===== src/rtl/dmem_pkg.sv =====
// Shared encodings and lane helpers for the data memory stage.
// Optional parity storage is enabled with the DMEM_PARITY_EN macro.
package dmem_pkg;

  // MemSize encodings; 2'b11 decodes as a word access
  localparam logic [1:0] SZ_BYTE = 2'b00;
  localparam logic [1:0] SZ_HALF = 2'b01;
  localparam logic [1:0] SZ_WORD = 2'b10;

  typedef enum logic {
    ST_CLEAR = 1'b0,
    ST_READY = 1'b1
  } state_e;

  // Byte lanes touched by an access of the given size at the given low address bits
  function automatic logic [3:0] lane_mask(input logic [1:0] size, input logic [1:0] lo);
    logic [3:0] m;
    case (size)
      SZ_BYTE: m = 4'b0001 << lo;
      SZ_HALF: m = lo[1] ? 4'b1100 : 4'b0011;
      default: m = 4'b1111;
    endcase
    return m;
  endfunction

  // Even parity bit per byte lane
  function automatic logic [3:0] byte_parity(input logic [31:0] w);
    logic [3:0] p;
    for (int i = 0; i < 4; i++) begin
      p[i] = ^w[8*i +: 8];
    end
    return p;
  endfunction

endpackage


===== src/rtl/data_memory_load_extend.sv =====
// Load lane selection plus sign/zero extension for the data memory stage.
module load_extend
  import dmem_pkg::*;
(
  input  logic [31:0] i_word,
  input  logic [1:0]  i_addr_lo,
  input  logic [1:0]  i_size,
  input  logic        i_unsigned,
  output logic [31:0] o_data
);

  logic [7:0]  w_byte;
  logic [15:0] w_half;

  // Pick the addressed lane(s), then extend to 32 bits
  always_comb begin
    w_byte = 8'h00;
    case (i_addr_lo)
      2'd0:    w_byte = i_word[7:0];
      2'd1:    w_byte = i_word[15:8];
      2'd2:    w_byte = i_word[23:16];
      default: w_byte = i_word[31:24];
    endcase
    w_half = i_addr_lo[1] ? i_word[31:16] : i_word[15:0];
    case (i_size)
      SZ_BYTE: o_data = {{24{~i_unsigned & w_byte[7]}}, w_byte};
      SZ_HALF: o_data = {{16{~i_unsigned & w_half[15]}}, w_half};
      default: o_data = i_word;
    endcase
  end

endmodule


===== src/rtl/data_memory.sv =====
// Data memory stage: byte/half/word loads and stores with alignment checks and a
// sequential zero-clear after every reset (Busy stalls the core meanwhile).
// Define DMEM_PARITY_EN to add per-byte even parity and the ParityErr output.
module data_memory
  import dmem_pkg::*;
#(
  parameter int unsigned DEPTH = 64
) (
  input  logic        clk,
  input  logic        rst,
  input  logic        MemWrite,
  input  logic        MemRead,
  input  logic [1:0]  MemSize,
  input  logic        LoadUnsigned,
  input  logic [31:0] ALUResult,
  input  logic [31:0] WriteData,
  output logic [31:0] ReadData,
  output logic        Misaligned,
`ifdef DMEM_PARITY_EN
  output logic        ParityErr,
`endif
  output logic        Busy
);

  localparam int unsigned AW = $clog2(DEPTH);

  state_e          r_state;
  logic [AW-1:0]   r_cnt;
  logic [31:0]     r_mem [DEPTH];

  logic            w_busy;
  logic [AW-1:0]   w_idx;
  logic            w_mis_raw;
  logic            w_store;
  logic            w_load;
  logic [3:0]      w_be;
  logic [31:0]     w_wdata;
  logic [31:0]     w_word;
  logic [31:0]     w_ext;
  logic            w_unused_addr;

  // Busy covers both the reset itself and the clear sweep that follows it
  assign w_busy        = rst | (r_state == ST_CLEAR);
  assign Busy          = w_busy;
  assign w_idx         = ALUResult[AW+1:2];
  assign w_unused_addr = ^ALUResult[31:AW+2];
  assign w_word        = r_mem[w_idx];
  assign w_be          = lane_mask(MemSize, ALUResult[1:0]);

  // Alignment decode and request qualification
  always_comb begin
    case (MemSize)
      SZ_BYTE: w_mis_raw = 1'b0;
      SZ_HALF: w_mis_raw = ALUResult[0];
      default: w_mis_raw = |ALUResult[1:0];
    endcase
    Misaligned = (MemRead | MemWrite) & ~w_busy & w_mis_raw;
    w_store    = MemWrite & ~w_busy & ~w_mis_raw;
    w_load     = MemRead & ~w_busy & ~w_mis_raw;
  end

  // Replicate narrow store data across lanes so any enabled lane sees the right bits
  always_comb begin
    case (MemSize)
      SZ_BYTE: w_wdata = {4{WriteData[7:0]}};
      SZ_HALF: w_wdata = {2{WriteData[15:0]}};
      default: w_wdata = WriteData;
    endcase
  end

  // Clear-sweep FSM: restart from word 0 on every reset, ready after the last word
  always_ff @(posedge clk) begin
    if (rst) begin
      r_state <= ST_CLEAR;
      r_cnt   <= '0;
    end else if (r_state == ST_CLEAR) begin
      r_cnt <= r_cnt + AW'(1);
      if (r_cnt == AW'(DEPTH - 1)) begin
        r_state <= ST_READY;
      end
    end
  end

  // Storage array: zero one word per cycle while clearing, else lane-masked stores
  always_ff @(posedge clk) begin
    if (!rst) begin
      if (r_state == ST_CLEAR) begin
        r_mem[r_cnt] <= '0;
      end else if (w_store) begin
        for (int i = 0; i < 4; i++) begin
          if (w_be[i]) begin
            r_mem[w_idx][8*i +: 8] <= w_wdata[8*i +: 8];
          end
        end
      end
    end
  end

  load_extend u_load_extend (
    .i_word     (w_word),
    .i_addr_lo  (ALUResult[1:0]),
    .i_size     (MemSize),
    .i_unsigned (LoadUnsigned),
    .o_data     (w_ext)
  );

  assign ReadData = w_load ? w_ext : 32'h0;

`ifdef DMEM_PARITY_EN
  logic [3:0] r_par [DEPTH];
  logic [3:0] w_par_bad;

  // Parity array tracks the data array lane for lane
  always_ff @(posedge clk) begin
    if (!rst) begin
      if (r_state == ST_CLEAR) begin
        r_par[r_cnt] <= 4'h0;
      end else if (w_store) begin
        for (int i = 0; i < 4; i++) begin
          if (w_be[i]) begin
            r_par[w_idx][i] <= ^w_wdata[8*i +: 8];
          end
        end
      end
    end
  end

  assign w_par_bad = r_par[w_idx] ^ byte_parity(w_word);
  assign ParityErr = w_load & |(w_par_bad & w_be);
`endif

endmodule


===== config.mk =====
export PLATFORM = sky130hd
export DESIGN_NAME = data_memory
export DESIGN_NICKNAME = d
export VERILOG_FILES = /design/src/rtl/dmem_pkg.sv /design/src/rtl/data_memory_load_extend.sv /design/src/rtl/data_memory.sv
export SDC_FILE = /design/constraint.sdc
export NUM_CORES = 2
export LEC_CHECK = 0
export CAP_MARGIN = 0
export CORE_AREA = 8 8 585 414
export CTS_BUF_LIST = sky130_fd_sc_hd__clkbuf_4 sky130_fd_sc_hd__clkbuf_8
export CTS_CLUSTER_DIAMETER = 200
export DETAILED_ROUTE_END_ITERATION = 8
export DIE_AREA = 0 0 593 422
export GPL_ROUTABILITY_DRIVEN = 0
export PLACE_DENSITY_LB_ADDON = 0.25
export SLEW_MARGIN = 20
export SYNTH_ARGS = -nofsm -noshare
export SYNTH_HDL_FRONTEND = slang
export SYNTH_SLANG_ARGS = --single-unit

===== constraint.sdc =====
create_clock -name clk -period 5.35 [get_ports clk]
set_input_delay 0.535 -clock clk [delete_from_list [all_inputs] [get_ports clk]]
set_output_delay 0.535 -clock clk [all_outputs]
set_load 0.01 [all_outputs]

; ---- Word level (Yosys, flattened, before mapping)
; Memory sizes are Yosys's and may differ from the RTL's.
; Cells that the tools add are included.
[totals]
register_bits = 7
latchBits = 0
mem_bits_rw = 2048
romBits = 0
in_bits = 71
out_inout_bits = 34
memories = 1
[memory_table]
columns = memory, words, word_bits, read_ports, rd_clocked_by_memory_dff, write_ports, line
row1 = r_mem, 64, 32, 1, 0, 1, data_memory.sv:29  ; logic [31:0] r_mem [DEPTH];
[classes]
addsub = 1
multipliers = 0
n_div = 0
order_cmp = 0
eq_ne = 4
n_shift = 1
mux = 36
n_bitwise = 14
reduce_logical = 4
[op_table]
columns = cell, count
row1 = $pmux 32 s2, 2
row2 = $mux 32, 2
row3 = $reduce_or 32->1, 1
row4 = $mux 1, 25
row5 = $pmux 8 s3, 1
row6 = $mux 16, 1
row7 = $and 1x1->1, 8
row8 = $mux 4, 2
row9 = $pmux 4 s2, 1
row10 = $add 6x1->6 const B, 1
row11 = $eq 6x6->1 const B, 1
row12 = $mux 6, 1
row13 = $eq 2x1->1 const B, 2
row14 = $logic_not 2->1, 2
row15 = $not 1->1, 4
row16 = $shl 1x2->4 const A, 1
row17 = $eq 2x2->1 const B, 1
row18 = $or 1x1->1, 2
row19 = $pmux 1 s2, 1
row20 = $reduce_or 2->1, 1

; ---- Depth between registers and ports, before layout
[depth]
word_depth = 11
mapped_depth = 13

; ---- Cells and area by module
; A second synthesis with hierarchy kept.
[unflattened]
hier_cells = 3926
area_unflattened_um2 = 80776.2
[modules_own_cells]
columns = module, instances, cells_each, area_per_inst_um2
row1 = data_memory, 1, 3804, 79956.7
row2 = load_extend, 1, 122, 819.5

; ---- Worst setup path before layout
; No wires, ideal clock.
[synth_path]
kind = input to register
start = input MemSize[0]
end = memory r_mem[0][12] (data pin)
setup_ns = 0.548
arrival_ns = 3.531
required_time_ns = 4.802
slack_ns = 1.271
path_stages = 7
path_cell_list = clkbuf_1 or2_2 a21oi_1 nand2_1 clkbuf_1 buf_1 a21oi_1
[synth_between]
elab_chain_len = 10
[synth_rtl]
columns = element, line
row1 = start: declaration, data_memory.sv:13  ; input logic [1:0] MemSize,
row2 = $eq 2x1->1 or $logic_not 2->1 (tied branches), "dmem_pkg.sv:18, data_memory.sv:52, data_memory.sv:64"
row3 = $pmux 1 s2, data_memory.sv:52  ; case (MemSize)
row4 = $not 1->1, data_memory.sv:58  ; w_store = MemWrite & ~w_busy & ~w_mis_raw;
row5 = $and 1x1->1, data_memory.sv:58
row6 = $mux 1, data_memory.sv:89  ; end else if (w_store) begin
row7 = $mux 1, data_memory.sv:87  ; if (r_state == ST_CLEAR) begin
row8 = $mux 1, data_memory.sv:86  ; if (!rst) begin
row9 = $mux 1 (implied by the code), data_memory.sv:92  ; r_mem[w_idx][8*i +: 8] <= w_wdata[8*i +: 8];
row10 = $reduce_or 32->1 (no source line), n/a
row11 = $mux 32 (no source line) (*), n/a
row12 = end: declaration, data_memory.sv:29
; Every way passes the cells marked *; elsewhere a longest branch is shown, timed or not.

; ---- Worst setup path after layout
[layout_path]
start = input ALUResult[2]
end = output ReadData[28]
[layout_between]
elab_chain_len = 5
[layout_rtl]
columns = element, line
row1 = start: declaration, data_memory.sv:15  ; input logic [31:0] ALUResult,
row2 = $mem_v2 64x32 (*), n/a
row3 = $pmux 8 s3 or $mux 16 (tied branches), "data_memory_load_extend.sv:18, data_memory_load_extend.sv:24"
row4 = "$and 1x1->1, on equally long branches", "data_memory_load_extend.sv:26, data_memory_load_extend.sv:27"
row5 = $pmux 32 s2 (*), data_memory_load_extend.sv:25  ; case (i_size)
row6 = $mux 32 (*), data_memory.sv:107  ; assign ReadData = w_load ? w_ext : 32'h0;
row7 = end: declaration, data_memory.sv:17  ; output logic [31:0] ReadData,
; Marks and branches as above.

==> flow_metrics.env <==
export IMPL_outcome="complete, no violations"
export IMPL_seq_power_share=0.564
export IMPL_tns_ps=0
export IMPL_yosys_area_top_type="edfxtp_1"
export IMPL_synth_xor_area_share=0.0004316
export IMPL_rsz0062_at_grt="no"
export IMPL_dieArea_um2=250200
export IMPL_p_total_w=0.03104
export IMPL_power_share_clock=0.392
export IMPL_whs_ps=381.3
export IMPL_die_x_um=593
export IMPL_required_ps=4820
export IMPL_synthSimpleGateAreaFrac=0.03133
export IMPL_grt_max_degree=65
export IMPL_setup_violations_final=0
export IMPL_post_route_min_period_ps=5233
export IMPL_top_usage_layer="met1"
export IMPL_htree_levels=5
export IMPL_tritoncts="yes"
export IMPL_r2r_slack_ps=1190
export IMPL_detail_route_antenna_nets=0
export IMPL_holdBufCountCts=0
export IMPL_switching_share=0.2245
export IMPL_wirelength_mm=235.2
export IMPL_synth_edf_count=2048
export IMPL_maxCapViolations=0
export IMPL_use_met2=0.2688
export IMPL_hpwl_mm=152.6
export IMPL_start_util=0.3475
export IMPL_vias=42090
export IMPL_finalClockSkew_ps=50.10
export IMPL_io_pins=105
export IMPL_relSlewSlack=0.2546
export IMPL_worstReg2RegEnd="r_mem[34][19]"
export IMPL_cts_buffer_depth=4
export IMPL_slew_violations=0
export IMPL_fp_dieH_um=422
export IMPL_track_usage=0.1829
export IMPL_rows=149
export IMPL_firstDrtPassIters=6
export IMPL_final_cell_mix="2,048 x edfxtp_1, 519 x mux4_2, 350 x buf_4"
export IMPL_worstPathCellList="buf_8 > buf_4 > mux4_2 > a22oi_1 > a21oi_1 > o41ai_2 > a21boi_1 > o31ai_4 > buf_12 > o211ai_1 > clkdlybuf4s50_1"
export IMPL_syn_area_per_cell_um2=21.10
export IMPL_peakVddDrop_mv=0.2245
export IMPL_post_cts_setup_buffers=0
export IMPL_reg2reg_from="r_state"
export IMPL_synthAdderAreaFrac=0.0001541
export IMPL_synth_seq_cells=2055
export IMPL_synth_compound_gate_area_share=0.02676
export IMPL_grt_pass1_vias=41470
export IMPL_worst_path_largest_cell_delay_ps=720
export IMPL_synth_cell_types=69
export IMPL_fin_crit_sh=0.9782
export IMPL_routed_via_density=5.461
export IMPL_clkSinkCount=2055
export IMPL_ff2ff_path_depth=7
export IMPL_yosysWarnings=0
export IMPL_worstSkewPairLatency_ps=920
export IMPL_end_kind="output pin"
export IMPL_synthCells=3848
export IMPL_arrival_ps=4700
export IMPL_post_route_drc_count=0
export IMPL_post_synth_mux_area_share=0.1631
export IMPL_final_common_cell="edfxtp_1"
export IMPL_cts_buffers=307
export IMPL_drt_iter0_drc=4736
export IMPL_use_met3=0.04122
export IMPL_grt_use_met1=0.2734
export IMPL_nets=4466
export IMPL_coreArea_um2=233600
export IMPL_power_density_nw_per_um2=331.9
export IMPL_synth_top_area_share=0.7576
export IMPL_hold_path_class="primary input to flip-flop"
export IMPL_path_max_fanout=33
export IMPL_synthArstFlopShare=0
export IMPL_cts_resized=0
export IMPL_grt_pass1_wl_mm=327.6
export IMPL_fmax_mhz=191.1
export IMPL_p_sw_w=0.006969
export IMPL_yosys_top_cells_area="edfxtp_1 76%, mux4_2 14%, mux2i_1 1.7%"
export IMPL_synth_fp_nets=3920
export IMPL_worstSetupStartpoint="ALUResult[2]"
export IMPL_min_from="rst"
export IMPL_drive_above_1_share=0.3100
export IMPL_p_leak_nw=33.76
export IMPL_area_growth_pct=15.23
export IMPL_report_final_hold_viol_count=0
export IMPL_cts_root_buf="clkbuf_8"
export IMPL_overflow=0
export IMPL_syn_area_um2=81180
export IMPL_setup_worst_path_start_class="primary input"
export IMPL_critPathKind="primary input to output pin"
export IMPL_ys_seq_area_frac=0.7593
export IMPL_p_int_w=0.02408
export IMPL_antenna_found_initial=13
export IMPL_synth_flop_cell="edfxtp_1"
export IMPL_portBuffers=80
export IMPL_worstMarginPinSlew_ps=1113
export IMPL_cp_slowest_cell="o41ai_2"
export IMPL_synth_top_family_by_area="multiplexers"
export IMPL_cts_reportedPaths_clkPinSlew_ps=70
export IMPL_post_drt_wl_per_cell_um=30.51
export IMPL_combPwrFrac=0.045
export IMPL_cp_endpoint="ReadData[28]"
[worst max-delay path, delay by kind of cell]
| kind | cells | cell delay [ps] |
|---|---|---|
| compound gates | 6 | 1940 |
| mux | 1 | 520 |
| buf+inv | 4 | 1610 |
[Yosys cell counts, drive strengths merged, types with 3 or more instances]
cell type	n
edfxtp	2048
mux4	524
nor2	304
buf	169
mux2i	136
nand2	120
a22oi	117
a21oi	74
nand3	62
clkbuf	56
nor3	20
a221oi	17
o21ai	17
o22ai	17
and3	14
o211ai	13
nor2b	12
nor4	12
a32oi	11
and2	10
a22o	8
dfxtp	7
a31oi	6
inv	6
nand2b	6
mux2	5
nand4	5
o221ai	5
or2	5
a211oi	4
o31ai	4
nand3b	3
or3	3
xor2	3
[state kept, by name, indices dropped and copies added, names as in the netlist]
name and cells:
r_mem 2048, r_state 1, r_cnt 6
[final cells by class]
cell class              instances  area (um2)
clock inverters               131       645.6
repair buffers                463        4109
well taps                    3095        3872
multi-input cells            1560       18340
flip-flops and latches       2055       61640
clock buffers                 391        4881
diodes                          6       15.01
fillers                     20900      140100
inverters                       7       31.28
[cell families (layout without fill, tap and decap cells)]
kind of cell             count (synthesis)  in the layout
adder cells (fa/ha/maj)                  1              1
multiplexers                           665            665
AO/OA/AOI/OAI                          307            307
XOR/XNOR                                 4              4
flip-flops                            2055           2055
AND/OR/NAND/NOR                        583            583
other                                    0              6
buffers and inverters                  233            992
[worst min-delay path by stage]
stage | end | slack (ps) | cells past startpoint
after floorplan | r_cnt[5] | 480 | 2
after global placement | r_cnt[5] | 520 | 2
after detailed placement | r_cnt[5] | 530 | 2
after CTS | r_cnt[3] | 300 | 3
after global routing | r_cnt[3] | 330 | 3
final | r_cnt[3] | 380 | 3
[power groups by stage]
stage,clock (W),sequential (W),combinational [W]
detailed placement,0,0.0178,0.00139
floorplan,0,0.0178,0.000756
finish,0.0122,0.0175,0.00139
global placement,0,0.0178,0.00138
global route,0.0131,0.0175,0.00143
CTS,0.0124,0.0175,0.00139
[routing by layer]
metal  part of all wire  vias to the layer above
li1                   -                    17210
met3              0.085                      363
met2               0.44                     1901
met5                  0                        -
met4              0.026                        0
met1               0.44                    22620
[per-stage QoR]
step                      cell area (um2)  std cells    util  setup slack, ps
after global placement              87980       7180  0.3766            186.9
after global routing                93530       7706  0.4004            100.8
final                               93540       7708  0.4004            116.6
after floorplan                     81180       3848       -             1271
after detailed placement            87990       7180  0.3767            199.5
after CTS                           93510       7702  0.4003            134.1
(Power assumes the default switching activity.)
